==> src/rtl/imem_boot_loader.sv <==
// imem_boot_loader: loads a length-prefixed byte stream into instruction memory
// and holds the core in reset until the whole image has been written.
//
// Stream: LEN[7:0], LEN[15:8], then 4*LEN bytes, each 32-bit word LSB first.
//
// Ports:
//   clk, rst      clock (rising edge) and asynchronous active-high reset
//   rx_valid      byte source presents rx_data
//   rx_data       stream byte
//   rx_ready      loader accepts a byte this cycle
//   imem_we       one-cycle write strobe per assembled word
//   imem_addr     word address of the write (holds last value otherwise)
//   imem_wdata    word being written (holds last value otherwise)
//   core_rst      core reset, released once the image is complete
//   load_done     image fully written (sticky until rst)
//   load_err      header length exceeds memory capacity (sticky until rst)
//   words_loaded  number of words written so far
module imem_boot_loader #(
  parameter int unsigned ADDR_W = 8
) (
  input  logic              clk,
  input  logic              rst,
  input  logic              rx_valid,
  input  logic [7:0]        rx_data,
  output logic              rx_ready,
  output logic              imem_we,
  output logic [ADDR_W-1:0] imem_addr,
  output logic [31:0]       imem_wdata,
  output logic              core_rst,
  output logic              load_done,
  output logic              load_err,
  output logic [ADDR_W:0]   words_loaded
);

  localparam int unsigned CNT_W = ADDR_W + 1;
  localparam int unsigned CAP   = 2 ** ADDR_W;

  typedef enum logic [2:0] {
    S_LEN0,
    S_LEN1,
    S_DATA,
    S_WRITE,
    S_DONE,
    S_ERR
  } state_e;

  state_e              state_q, state_d;
  logic [7:0]          len_lo_q, len_lo_d;
  logic [15:0]         len_q, len_d;
  logic [1:0]          byte_idx_q, byte_idx_d;
  logic [23:0]         word_q, word_d;      // lower three bytes of the word in progress
  logic [CNT_W-1:0]    cnt_q, cnt_d;        // word index == words written so far
  logic                rx_ready_q, rx_ready_d;
  logic                imem_we_q, imem_we_d;
  logic [ADDR_W-1:0]   imem_addr_q, imem_addr_d;
  logic [31:0]         imem_wdata_q, imem_wdata_d;
  logic                core_rst_q, core_rst_d;
  logic                load_done_q, load_done_d;
  logic                load_err_q, load_err_d;

  logic                xfer_c;
  logic [15:0]         len_new_c;
  logic [CNT_W-1:0]    cnt_inc_c;

  // rx_ready is a registered decode of the state, so it is also the transfer qualifier
  assign xfer_c = rx_valid & rx_ready_q;

  // State and output registers
  always_ff @(posedge clk or posedge rst) begin
    if (rst) begin
      state_q      <= S_LEN0;
      len_lo_q     <= '0;
      len_q        <= '0;
      byte_idx_q   <= '0;
      word_q       <= '0;
      cnt_q        <= '0;
      rx_ready_q   <= 1'b0;
      imem_we_q    <= 1'b0;
      imem_addr_q  <= '0;
      imem_wdata_q <= '0;
      core_rst_q   <= 1'b1;
      load_done_q  <= 1'b0;
      load_err_q   <= 1'b0;
    end else begin
      state_q      <= state_d;
      len_lo_q     <= len_lo_d;
      len_q        <= len_d;
      byte_idx_q   <= byte_idx_d;
      word_q       <= word_d;
      cnt_q        <= cnt_d;
      rx_ready_q   <= rx_ready_d;
      imem_we_q    <= imem_we_d;
      imem_addr_q  <= imem_addr_d;
      imem_wdata_q <= imem_wdata_d;
      core_rst_q   <= core_rst_d;
      load_done_q  <= load_done_d;
      load_err_q   <= load_err_d;
    end
  end

  // Next-state and next-output logic
  always_comb begin
    state_d      = state_q;
    len_lo_d     = len_lo_q;
    len_d        = len_q;
    byte_idx_d   = byte_idx_q;
    word_d       = word_q;
    cnt_d        = cnt_q;
    imem_addr_d  = imem_addr_q;
    imem_wdata_d = imem_wdata_q;
    len_new_c    = {rx_data, len_lo_q};
    cnt_inc_c    = cnt_q + CNT_W'(1);

    case (state_q)
      S_LEN0: begin
        if (xfer_c) begin
          len_lo_d = rx_data;
          state_d  = S_LEN1;
        end
      end
      S_LEN1: begin
        if (xfer_c) begin
          len_d      = len_new_c;
          byte_idx_d = 2'd0;
          cnt_d      = '0;
          if (len_new_c == 16'd0) begin
            state_d = S_DONE;
          end else if (32'(len_new_c) > CAP) begin
            state_d = S_ERR;
          end else begin
            state_d = S_DATA;
          end
        end
      end
      S_DATA: begin
        if (xfer_c) begin
          byte_idx_d = byte_idx_q + 2'd1;
          case (byte_idx_q)
            2'd0: word_d[7:0]   = rx_data;
            2'd1: word_d[15:8]  = rx_data;
            2'd2: word_d[23:16] = rx_data;
            default: begin
              // Fourth byte goes straight into the write register, no extra cycle
              imem_addr_d  = cnt_q[ADDR_W-1:0];
              imem_wdata_d = {rx_data, word_q};
              state_d      = S_WRITE;
            end
          endcase
        end
      end
      S_WRITE: begin
        cnt_d   = cnt_inc_c;
        state_d = (17'(cnt_inc_c) == 17'(len_q)) ? S_DONE : S_DATA;
      end
      S_DONE: begin
        state_d = S_DONE;
      end
      S_ERR: begin
        state_d = S_ERR;
      end
      default: begin
        state_d = S_LEN0;
      end
    endcase

    // Outputs are registered decodes of the next state
    rx_ready_d  = (state_d == S_LEN0) || (state_d == S_LEN1) || (state_d == S_DATA);
    imem_we_d   = (state_d == S_WRITE);
    core_rst_d  = (state_d != S_DONE);
    load_done_d = (state_d == S_DONE);
    load_err_d  = (state_d == S_ERR);
  end

  assign rx_ready     = rx_ready_q;
  assign imem_we      = imem_we_q;
  assign imem_addr    = imem_addr_q;
  assign imem_wdata   = imem_wdata_q;
  assign core_rst     = core_rst_q;
  assign load_done    = load_done_q;
  assign load_err     = load_err_q;
  assign words_loaded = cnt_q;

endmodule
==> config.mk <==
export PLATFORM = sky130hd
export DESIGN_NAME = imem_boot_loader
export DESIGN_NICKNAME = d
export VERILOG_FILES = /design/src/rtl/imem_boot_loader.sv
export SDC_FILE = /design/constraint.sdc
export NUM_CORES = 1
export LEC_CHECK = 0
export ABC_CLOCK_PERIOD_IN_PS = 3800
export BUFFER_PORTS_ARGS = -buffer_cell sky130_fd_sc_hd__buf_2
export CORE_MARGIN = 3
export CORE_UTILIZATION = 57
export DETAILED_ROUTE_END_ITERATION = 8
export PLACE_DENSITY_LB_ADDON = 0.12
export SLEW_MARGIN = 20
export SYNTH_ARGS = -nofsm -noshare
export SYNTH_HDL_FRONTEND = slang
export SYNTH_SLANG_ARGS = --single-unit
export TNS_END_PERCENT = 20
==> constraint.sdc <==
create_clock -name clk -period 3.8 [get_ports clk]
set_input_delay 0.76 -clock clk [delete_from_list [all_inputs] [get_ports clk]]
set_output_delay 0.76 -clock clk [all_outputs]
set_load 0.005 [all_outputs]
==> metrics.md <==
| Metric | Value |
|---|---|
| CTS clk-pin slew, worst paths | `0.10 ns` |
| Measured slew at the worst slew-check pin | `1.01 ns` |
| Clock Root Buffer | `clkbuf_8` |
| Clock share of power | `26.4%` |
| Status | `completed` |
| Top_reg_cell synth | `dfrtp_1` |
| Drt drc | `0` |
| Type of origin of the critical path | `flip-flop` |
| Peak supply drop | `0.217 mV` |
| Hold path endpoint | `imem_wdata[13]` |
| Mux cell area share after synthesis | `between 10% and 20%` |
| Die W | `95.2 um` |
| Setup Fix Bufs, Post-CTS | `0` |
| Critical path depth | `4` |
| CTS tree | `yes` |
| Fmax | `387 MHz` |
| Combinational power share | `18.0%` |
| Initial Util | `between 60% and 70%` |
| Site Rows | `31` |
| Core ar. | `7490 sq um` |
| Worst R2R Setup Slack | `1.21 ns` |
| Initial DRC Count | `120` |
| Worst-path cell chain | `and3b_1 -> and3b_1 -> nand2_2 -> mux2_1` |
| Reg area | `2680 sq um` |
| Crit-path slowest cell | `nand2_2` |
| Slowest Stage Delay on Critical Path | `0.61 ns` |
| Hold_sp | `word_q[13]` |
| Yosys top cell by area | `dfrtp_1` |
| Post-DP HPWL | `between 5 and 6 mm` |
| Cell family with most CP delay | `simple AND/OR/NAND/NOR gates` |
| Die area | `between 9000 and 10000 sq um` |
| Flop pwr share | `55.6%` |
| Pwr Density | `a little over 500 nW/um^2` |
| Minimum clock period | `2.59 ns` |
| Multi-input gate area | `1760 sq um` |
| Max_slew headroom | `32.4%` |
| Vias in the first global route | `3015` |
| Core Util, Final | `between 60% and 70%` |
| Worst min path class | `reg2reg` |
| Vias per inst | `5.65` |
| Fin. max-slew vios | `0` |
| CP Class | `reg2reg` |
| Yosys warns | `0` |
| Post-synthesis simple-gate area fraction | `11.0%` |
| Overall Global Routing Usage | `21.1%` |
| Synth unique cells | `47` |
| IO Count | `65` |
| Area Overhead vs Synth | `13.5%` |
| RD Place Congestion | `0.868` |
| Reg2reg path depth | `4` |
| Nets | `440` |
| GRT overflow | `0` |
| Adder-Cell Fraction of Synth Area | `1.38%` |
| Period utilisation layout | `68.1%` |
| DR WL/cell | `16.4 um` |
| Initial antenna violation count | `0` |
| Post-synthesis compound-gate area fraction | `~6.7%` |
| N_diodes | `0` |
| Int Power | `between 1500 and 2000 uW` |
| CTS Sinks | `107` |
| Maximum fanout along the worst path | `42` |
| Net Count, Synth | `roughly 380` |
| RSZ-0062 raised after global routing | `no` |
| Most common cell on crit path | `and3b_1` |
| Lkg Pwr | `0.00277 uW` |
| Xor/xnor share of the synthesized area | `around 1.5%` |
| CTS H-tree depth | `3` |
| Yosys top cell area share | `between 50% and 60%` |
| FF+latch count, synth | `between 100 and 150` |
| Worst Skew | `0.00946 ns` |
| Sw Share | `a little under a third` |
| CTS Hold Bufs | `0` |
| Setup violations, final | `0` |
| Crit path DAT | `between 2 and 3 ns` |
| Hold Path Depth | `1` |
| Max Root-Sink Buffers | `2` |
| Num CTS Buffers | `9` |
| Port Buffer Count | `64` |
| Die height | `95.2 um` |
| Async SR Flop Fraction | `100%` |
| Hold Fails Final Rpt | `0` |
| Drt pass-1 iters | `4` |
| Clock latency on the worst-skew pair | `about 0.35 ns` |
| Share of cells above drive strength 1 | `28.9%` |
| Main combinational cell family by area after synthesis | `multiplexers` |
| Drt total wl | `8.68 mm` |
| Largest net degree at the start of global routing | `57` |
| Sequential area share after synthesis | `59.1%` |
| Final ANT Viol Nets | `0` |
| R2r startpoint | `state_q[2]` |
| Synth top area cells | `dfrtp_1 59%, mux2_1 9.9%, mux2_2 8.2%` |
| Max_cap viols | `0` |
| Post-synth EDFFs | `0` |
| P_sw | `807 uW` |
| Layout fillers | `587` |
| Post_cts resized | `0` |
| Data required, critical path | `4.03 ns` |
| First-pass GRT wire length | `14.9 mm` |
| Buf+Inv Stages, Crit Path | `0` |
| Avg Cell Area, Syn | `12.5 sq um` |
| Syn Std Cell Area | `4530 sq um` |
| Worst reg2reg path endpoint | `imem_wdata[15]` |
| Setup_tns | `0 ns` |
| Synth Instances | `363` |
| Crit end category | `flip-flop` |
| Via count | `2984` |
## logic make-up after synthesis
kind of cell,Yosys count
mux,73
flops,107
simple gates,102
xor+xnor,8
fa+ha+maj,5
compound gates,45
buf+inv,23
## placed cells by master, fill, tap and decap left out, drive strengths merged, types with 5 or more instances in the layout
master / count
dfrtp: 106
mux2: 73
buf: 67
nand2: 60
o21ai: 18
clkbuf: 9
nor2: 8
inv: 8
nor4: 6
xor2: 5
ha: 5
## cell usage after synthesis, types with 2 or more instances
cell type  count
dfrtp_1      106
nand2_1       60
mux2_1        40
mux2_2        33
o21ai_0       14
clkbuf_1      11
nor2_1         8
buf_2          6
ha_1           5
inv_1          5
nor4_1         5
xor2_1         5
a21oi_1        4
and3_1         4
nand2b_1       4
o21ai_1        4
o41ai_1        4
a31oi_1        3
nand3_1        3
nand3b_1       3
nand4_1        3
xnor2_1        3
a22o_1         2
a32o_1         2
and3b_1        2
or3_1          2
or4_4          2
## cell type report
class                      count  share of cell area [%]
tap                           99                    2.41
timing repair buffer          67                    6.91
sequential                   107                    52.1
inverter                       6                   0.487
clock buffer                   9                    2.41
multi-input combinational    233                    34.2
clock inverter                 7                    1.46
## layer usage
| layer | share of wire, % | GRT usage (%) | wire, um | vias to the layer above |
|---|---|---|---|---|
| met1 | 47 | 28.9 | 4050 | 1506 |
| met3 | 3.5 | 3.00 | 301 | 8 |
| li1 | - | - | - | 1405 |
| met2 | 49 | 35.2 | 4230 | 65 |
| met5 | 0 | 0 | 0 | - |
| met4 | 1.2 | 6.49 | 102 | 0 |
## power by group through the flow
stage               sequential (uW)  clock [uW]  combinational, uW
CTS                            1470         718                481
global placement               1490           0                462
finish                         1470         698                475
global route                   1500         755                546
floorplan                      1420           0                388
detailed placement             1490           0                477
## state kept, by name, summed over array words and instances (netlist names)
signal,flops
imem_wdata,32
word_q,24
len_q,16
words_loaded,9
imem_addr,8
len_lo_q,8
state_q,3
byte_idx_q,2
core_rst,1
imem_we,1
load_done,1
load_err,1
rx_ready,1
## worst max-delay path by stage
stage / start / slack (ns) / endpoint
2_1_floorplan: rst / 0.22 / byte_idx_q[0]
3_3_place_gp: rx_valid / 1.01 / imem_wdata[27]
3_5_place_dp: rx_valid / 0.95 / imem_wdata[14]
4_1_cts: state_q[2] / 1.17 / imem_wdata[15]
5_1_grt: state_q[2] / 1.01 / imem_wdata[26]
6_report: state_q[2] / 1.21 / imem_wdata[15]
## through the flow
step                      power, uW  cells  setup WS, ns  hold slack (ns)  area (sq um)
after floorplan                1810    363         0.224            0.438          4530
after global placement         1950    512          1.01            0.453          4940
after detailed placement       1970    512         0.954            0.464          4940
after CTS                      2670    528          1.17            0.487          5140
after global routing           2800    528          1.01            0.498          5140
final                          2640    528          1.21            0.484          5140
(Power assumes the default switching activity.)
